==> config.mk <==
export PLATFORM = sky130hd
export DESIGN_NAME = i2s_stereo_rx
export DESIGN_NICKNAME = d
export VERILOG_FILES = /design/src/rtl/audio_if_pkg.sv /design/src/rtl/lrclk_edge_det.sv /design/src/rtl/i2s_stereo_rx.sv
export SDC_FILE = /design/constraint.sdc
export NUM_CORES = 1
export LEC_CHECK = 0
export BUFFER_PORTS_ARGS = -buffer_cell sky130_fd_sc_hd__buf_2
export CAP_MARGIN = 30
export CORE_UTILIZATION = 45
export DETAILED_ROUTE_END_ITERATION = 12
export SLEW_MARGIN = 10
export SYNTH_ARGS = -nofsm -noshare
export SYNTH_HDL_FRONTEND = slang
export SYNTH_HIERARCHICAL = 1
export SYNTH_SLANG_ARGS = --single-unit
==> constraint.sdc <==
create_clock -name bclk -period 2.3 [get_ports bclk]
set_input_delay 0.345 -clock bclk [delete_from_list [all_inputs] [get_ports bclk]]
set_output_delay 0.345 -clock bclk [all_outputs]
set_load 0.02 [all_outputs]
==> src/rtl/audio_if_pkg.sv <==
// Shared constants and FSM encoding for the serial-audio capture blocks.
// Latency: n/a (declarations only).
// Backpressure: n/a.
package audio_if_pkg;

  localparam int MODE_I2S = 0;  // MSB one bclk after the lrclk transition
  localparam int MODE_LJ  = 1;  // MSB on the lrclk transition

  typedef enum logic [1:0] {
    WAIT_L    = 2'd0,
    SHIFT     = 2'd1,
    IDLE_SLOT = 2'd2
  } state_t;

endpackage

==> src/rtl/lrclk_edge_det.sv <==
// Word-select edge detector: registers lrclk and reports slot starts and channel.
// Latency: I2S flags the edge one bclk after lrclk moves; LJ flags it combinationally on the move.
// Backpressure: none; free-running on every bclk falling edge.
module lrclk_edge_det
  import audio_if_pkg::*;
#(
  parameter int   MODE   = MODE_I2S,
  parameter logic LR_POL = 1'b0
) (
  input  logic bclk,
  input  logic reset_n,
  input  logic lrclk,
  output logic lr_edge,
  output logic chan
);

  logic lr_d1;
  logic lr_d2;

  // Two-deep lrclk history; reset to the left level so the first edge seen is a real one
  always_ff @(negedge bclk or negedge reset_n) begin
    if (!reset_n) begin
      lr_d1 <= LR_POL;
      lr_d2 <= LR_POL;
    end else begin
      lr_d1 <= lrclk;
      lr_d2 <= lr_d1;
    end
  end

  // I2S looks one bit later than LJ so the edge lines up with the delayed MSB
  always_comb begin
    lr_edge = 1'b0;
    chan    = LR_POL;
    if (MODE == MODE_LJ) begin
      lr_edge = lrclk ^ lr_d1;
      chan    = lrclk;
    end else begin
      lr_edge = lr_d1 ^ lr_d2;
      chan    = lr_d1;
    end
  end

endmodule

==> src/rtl/i2s_stereo_rx.sv <==
// Stereo I2S / left-justified capture presenting a coherent sign-extended L/R pair.
// Latency: sample_valid rises on the falling edge that shifts in the right-word LSB.
// Backpressure: none; sinks must take each one-cycle sample_valid pulse as it comes.
module i2s_stereo_rx
  import audio_if_pkg::*;
#(
  parameter int   DATA_W = 16,
  parameter int   OUT_W  = 16,
  parameter int   MODE   = MODE_I2S,
  parameter logic LR_POL = 1'b0
) (
  input  logic             bclk,
  input  logic             reset_n,
  input  logic             lrclk,
  input  logic             in_data,
  output logic [OUT_W-1:0] left_data,
  output logic [OUT_W-1:0] right_data,
  output logic             sample_valid,
  output logic             frame_err,
  output logic             err_sticky
);

  localparam int CNT_W = $clog2(DATA_W);

  state_t              state;
  logic [CNT_W-1:0]    bit_cnt;     // bits still to come after the current one
  logic [DATA_W-2:0]   shreg;       // bits received so far; the LSB joins straight from in_data
  logic                cur_left;    // word being shifted belongs to the left channel
  logic [OUT_W-1:0]    left_hold;   // left word waiting for its right partner
  logic                left_ok;
  logic                lr_edge;
  logic                chan;
  logic                is_left;
  logic [DATA_W-1:0]   word;

  lrclk_edge_det #(
    .MODE   (MODE),
    .LR_POL (LR_POL)
  ) u_edge (
    .bclk    (bclk),
    .reset_n (reset_n),
    .lrclk   (lrclk),
    .lr_edge (lr_edge),
    .chan    (chan)
  );

  assign is_left = (chan == LR_POL);
  assign word    = {shreg, in_data};

  function automatic logic [OUT_W-1:0] sext(input logic [DATA_W-1:0] w);
    return OUT_W'($signed(w));
  endfunction

  // Slot FSM, shifter and output registers; the bit on an edge cycle is the new word's MSB
  always_ff @(negedge bclk or negedge reset_n) begin
    if (!reset_n) begin
      state        <= WAIT_L;
      bit_cnt      <= '0;
      shreg        <= '0;
      cur_left     <= 1'b0;
      left_hold    <= '0;
      left_ok      <= 1'b0;
      left_data    <= '0;
      right_data   <= '0;
      sample_valid <= 1'b0;
      frame_err    <= 1'b0;
      err_sticky   <= 1'b0;
    end else begin
      sample_valid <= 1'b0;
      frame_err    <= 1'b0;
      case (state)
        WAIT_L: begin
          // Nothing counts until the stream is aligned on a left slot
          if (lr_edge && is_left) begin
            state    <= SHIFT;
            cur_left <= 1'b1;
            shreg    <= (DATA_W-1)'(in_data);
            bit_cnt  <= CNT_W'(DATA_W-2);
          end
        end
        SHIFT: begin
          if (lr_edge) begin
            // Slot ended before the word did: drop it and break any pending pair
            frame_err  <= 1'b1;
            err_sticky <= 1'b1;
            left_ok    <= 1'b0;
            cur_left   <= is_left;
            shreg      <= (DATA_W-1)'(in_data);
            bit_cnt    <= CNT_W'(DATA_W-2);
          end else begin
            shreg <= {shreg[DATA_W-3:0], in_data};
            if (bit_cnt == '0) begin
              state <= IDLE_SLOT;
              if (cur_left) begin
                left_hold <= sext(word);
                left_ok   <= 1'b1;
              end else if (left_ok) begin
                left_data    <= left_hold;
                right_data   <= sext(word);
                sample_valid <= 1'b1;
                left_ok      <= 1'b0;
              end else begin
                // Right word with no left partner
                frame_err  <= 1'b1;
                err_sticky <= 1'b1;
              end
            end else begin
              bit_cnt <= bit_cnt - 1'b1;
            end
          end
        end
        IDLE_SLOT: begin
          // Slot padding beyond DATA_W is ignored until the next edge
          if (lr_edge) begin
            state    <= SHIFT;
            cur_left <= is_left;
            shreg    <= (DATA_W-1)'(in_data);
            bit_cnt  <= CNT_W'(DATA_W-2);
          end
        end
        default: state <= WAIT_L;
      endcase
    end
  end

endmodule
# After elaboration in Yosys (flattened, before gate mapping)
# Cells that the tools add are included.
# W data, S select, Z words.
# classes
add_sub_neg	1
n_eq_ne	10
muxes	34
bitwise_logic	4
n_reduce_logical	15
# ops
cell	count
$mux W15	3
$pmux W15 S3	1
$mux W1	19
$mux W4	4
$reduce_and A4 Y1	4
$pmux W4 S3	1
$mux W2	4
$ne A2 B2 Y1 const B	4
$ne A2 B1 Y1 const B	3
$pmux W2 S3	1
$reduce_and A3 Y1	2
$reduce_and A5 Y1	1
$logic_not A4 Y1	1
$reduce_bool A2 Y1	2
$sub A4 B1 Y4 const B	1
$ne A3 B3 Y1 const B	1
$not A1 Y1	3
$reduce_bool A3 Y1	1
$eq A2 B1 Y1 const B	1
$eq A2 B2 Y1 const B	1
$logic_not A2 Y1	1
$pmux W1 S2	1
$reduce_and A2 Y1	1
$reduce_or A2 Y1	1
other kinds (2)	2
# word_totals
ff_bits	76
word_cells	77

# Longest topological paths before layout
# depth
word_depth	5
mapped_depth	7

# Hierarchy
# Netlist, hierarchy kept.
# modules_own_cells
mod	n_inst	cells_per_inst	area_per_inst_um2	seq_area_each_um2
i2s_stereo_rx	1	223	3249.4	1851.8
lrclk_edge_det	1	3	58.8	50.0

==> flow_summary.toml <==
[place]
io_buffers = 38
placed_cells = 361
dpl-instance-area_um2 = 3630
gp_congestion = 0.690
hpwl_um = 3330

[floorplan]
start_util_pct = 47.6
die_area_um2 = 7700
die_x_um = 87.7
core.rowCount = 30
ioPinCount = 39
die_h_um = 87.7
core_area_um2 = 6940

[synth]
syn_area_per_cell_um2 = 14.6
yosysSeqAreaShare_pct = 57.5
synthCells = 226
synthesis.area_um2 = 3310
ys_types = 34
synth_fp_nets = 235
synth_seq_cells = 76
yosys_warnings = 6

[clock_network]
cts_buffers = 9
cts_buffer_depth = 2
cts_root_buffer = "clkbuf_8"
cts.sinks = 76
insertion_delay_ns = 0.33
cts.clk_slew.worst_paths_ns = 0.05
cts.htree.levels = 3
cts_hold_buf = 0
cts_tree = "yes"

[setup_path]
critPathMaxStageDelay_ns = 0.45
path_buf_inv = 1
crit_chain = "buf_6"
worst_path_dominant_cell_family = "flip-flops"
worstSetupEndpointType = "output pin"
cp-start-kind = "flip-flop"
slowest_stage = "dfrtn_1"
cp.required_ns = 1.96
critPathMaxFanout = 2
worstSetupPathType = "reg2out"
arrival_ns = 2.07

[cells_and_area]
fill_cells = 548
final-instance-count-excl-fill = 410
layout-drive-gt1-share_pct = 47.8
area_growth_pct = 31.2
postLayoutCellArea_um2 = 4340
nets = 318
antennaDiodeCount = 0

[global_route]
grt_first_pass_wirelength_um = 9470
grt_usage_pct = 16.5
grt_antenna_before_repair = 0
grt-ovfl-total = 0
grt_pass1_vias = 1955
grt_max_degree = 77

[power_and_ir_drop]
p_leak_nw = 2.32
ir_drop_mv = 0.371
power.total_mw = 3.29
powerDensity_nw_per_um2 = 758

[sta]
relSlewSlack_pct = 70.0
setup_viol = 35
hold_viol_final = 0
clock_skew_ns = 0.00495
tns_ns = -2.71
rsz0062_at_grt = "true"
tightest_slew_ns = 0.448
fin_ws_ns = -0.112
drv_slew = 0

[outcome]
failed_checks = "setup timing"
status = "finished with violations"

[detailed_routing]
vias_per_cell = 4.76
dr.pass1.iters = 4
wl_per_cell_um = 13.9
drt_iter0_markers = 131
drc = 0
wl_um = 5720
vias = 1952
ant_nets = 0

[hold_path]
hold_class = "reg2reg"

[job]
drv_cap = 0
==> cells by family after synthesis <==
| group | count (synthesis) | synth area share [%] |
|---|---|---|
| AOI/OAI and AO/OA | 16 | 4.61 |
| buffers and inverters | 30 | 5.14 |
| adders and majority gates | 5 | 1.89 |
| muxes | 66 | 25.2 |
| xor gates and xnor gates | 1 | 0.265 |
| and+or+nand+nor | 32 | 5.45 |
| DFF | 76 | 57.5 |
==> state kept, by name, summed over array words and instances (netlist names), 2 cells and up <==
signal	count
left_hold	16
left_data	16
state	2
right_data	16
shreg	15
bit_cnt	4
==> layout make-up <==
| class | instances | area (um^2) | share of cell area [%] |
|---|---|---|---|
| sequential | 76 | 1900 | 43.8 |
| multi-input combinational | 120 | 1240 | 28.5 |
| timing repair buffer | 81 | 759 | 17.5 |
| clock buffer | 10 | 128 | 2.94 |
| tap | 96 | 120 | 2.77 |
| clock inverter | 6 | 113 | 2.60 |
| inverter | 21 | 78.8 | 1.82 |
==> stage by stage <==
step                utilization [%]  setup slack [ns]  hold WS (ns)
floorplan                         -             0.318         0.388
finish                         62.5            -0.112         0.420
CTS                            61.0            -0.113         0.427
global route                   62.5            -0.140         0.448
detailed placement             52.3             0.212         0.425
global placement               52.3             0.208         0.417
==> cell usage after synthesis (all sizes together) <==
library cell  number  area share (%)
dfrtn             76              57
mux2              50              20
inv               21             2.4
nand2             19             2.2
mux2i             16             4.8
buf                9             2.8
ha                 5             1.9
a22o               3            0.79
nor2               3            0.34
a21oi              2            0.64
a32o               2            0.61
nor2b              2            0.38
or2                2            0.38
a2111o             1            0.34
a211o              1            0.26
a21bo              1            0.30
a221oi             1            0.45
a31oi              1            0.19
and2               1            0.19
and3               1            0.19
nand3b             1            0.23
nand4b             1            0.72
nor3b              1            0.57
o21bai             1            0.23
o22a               1            0.26
o2bb2ai            1            0.26
o41ai              1            0.26
or4b               1            0.30
xor2               1            0.26
==> cell usage in the layout, fill, tap and decap left out, types with 2 or more instances in the layout <==
| master | n |
|---|---|
| or2_2 | 2 |
| a22o_1 | 3 |
| clkbuf_8 | 9 |
| buf_2 | 2 |
| buf_6 | 35 |
| mux2i_1 | 16 |
| dfrtn_1 | 76 |
| nor2_1 | 3 |
| buf_4 | 42 |
| clkinv_4 | 2 |
| nand2_1 | 19 |
| mux2_1 | 4 |
| mux2_2 | 17 |
| buf_12 | 2 |
| bufinv_16 | 3 |
| inv_1 | 21 |
| a32o_1 | 2 |
| ha_1 | 5 |
| mux2_4 | 29 |
==> per-layer routing <==
layer  GRT usage [%]  routed length, um
met5               0                  0
met4            8.94                106
met3            3.11                138
met2            26.1               2740
met1            21.5               2730
==> report_power, final <==
part	total, mW	internal [mW]	leakage [nW]	switching, mW
combinational	0.578	0.270	1.17	0.308
sequential	1.50	1.42	1.03	0.0800
clock	1.21	0.723	0.120	0.488
==> path summary, 6_finish.rpt <==
| kind | start | endpoint | slack (ns) | depth (start not counted) |
|---|---|---|---|---|
| min reg2reg | u_edge/chan$_DFF_NN0_ | u_edge/lr_d2$_DFF_NN0_ | 0.42 | 0 |
| max reg2reg | state[0]$_DFFE_NN0P_ | left_hold[3]$_DFFE_NN0P_ | 0.20 | 5 |
| max in group asynchronous | reset_n | bit_cnt[1]$_DFFE_NN0P_ | 0.90 | 2 |
| min | u_edge/chan$_DFF_NN0_ | u_edge/lr_d2$_DFF_NN0_ | 0.42 | 0 |
| min in group asynchronous | reset_n | left_data[5]$_DFFE_NN0P_ | 1.05 | 2 |
| max | left_data[7]$_DFFE_NN0P_ | left_data[7] | -0.11 | 1 |
==> timing repair <==
| action | 4_1_cts | 5_1_grt |
|---|---|---|
| setup buffers | 20 | 13 |
| setup endpoints to repair | 35 | 35 |
| resized for setup | 69 | 1 |
| pin swaps | 0 | 0 |
Power figures use the tool's default switching activity.
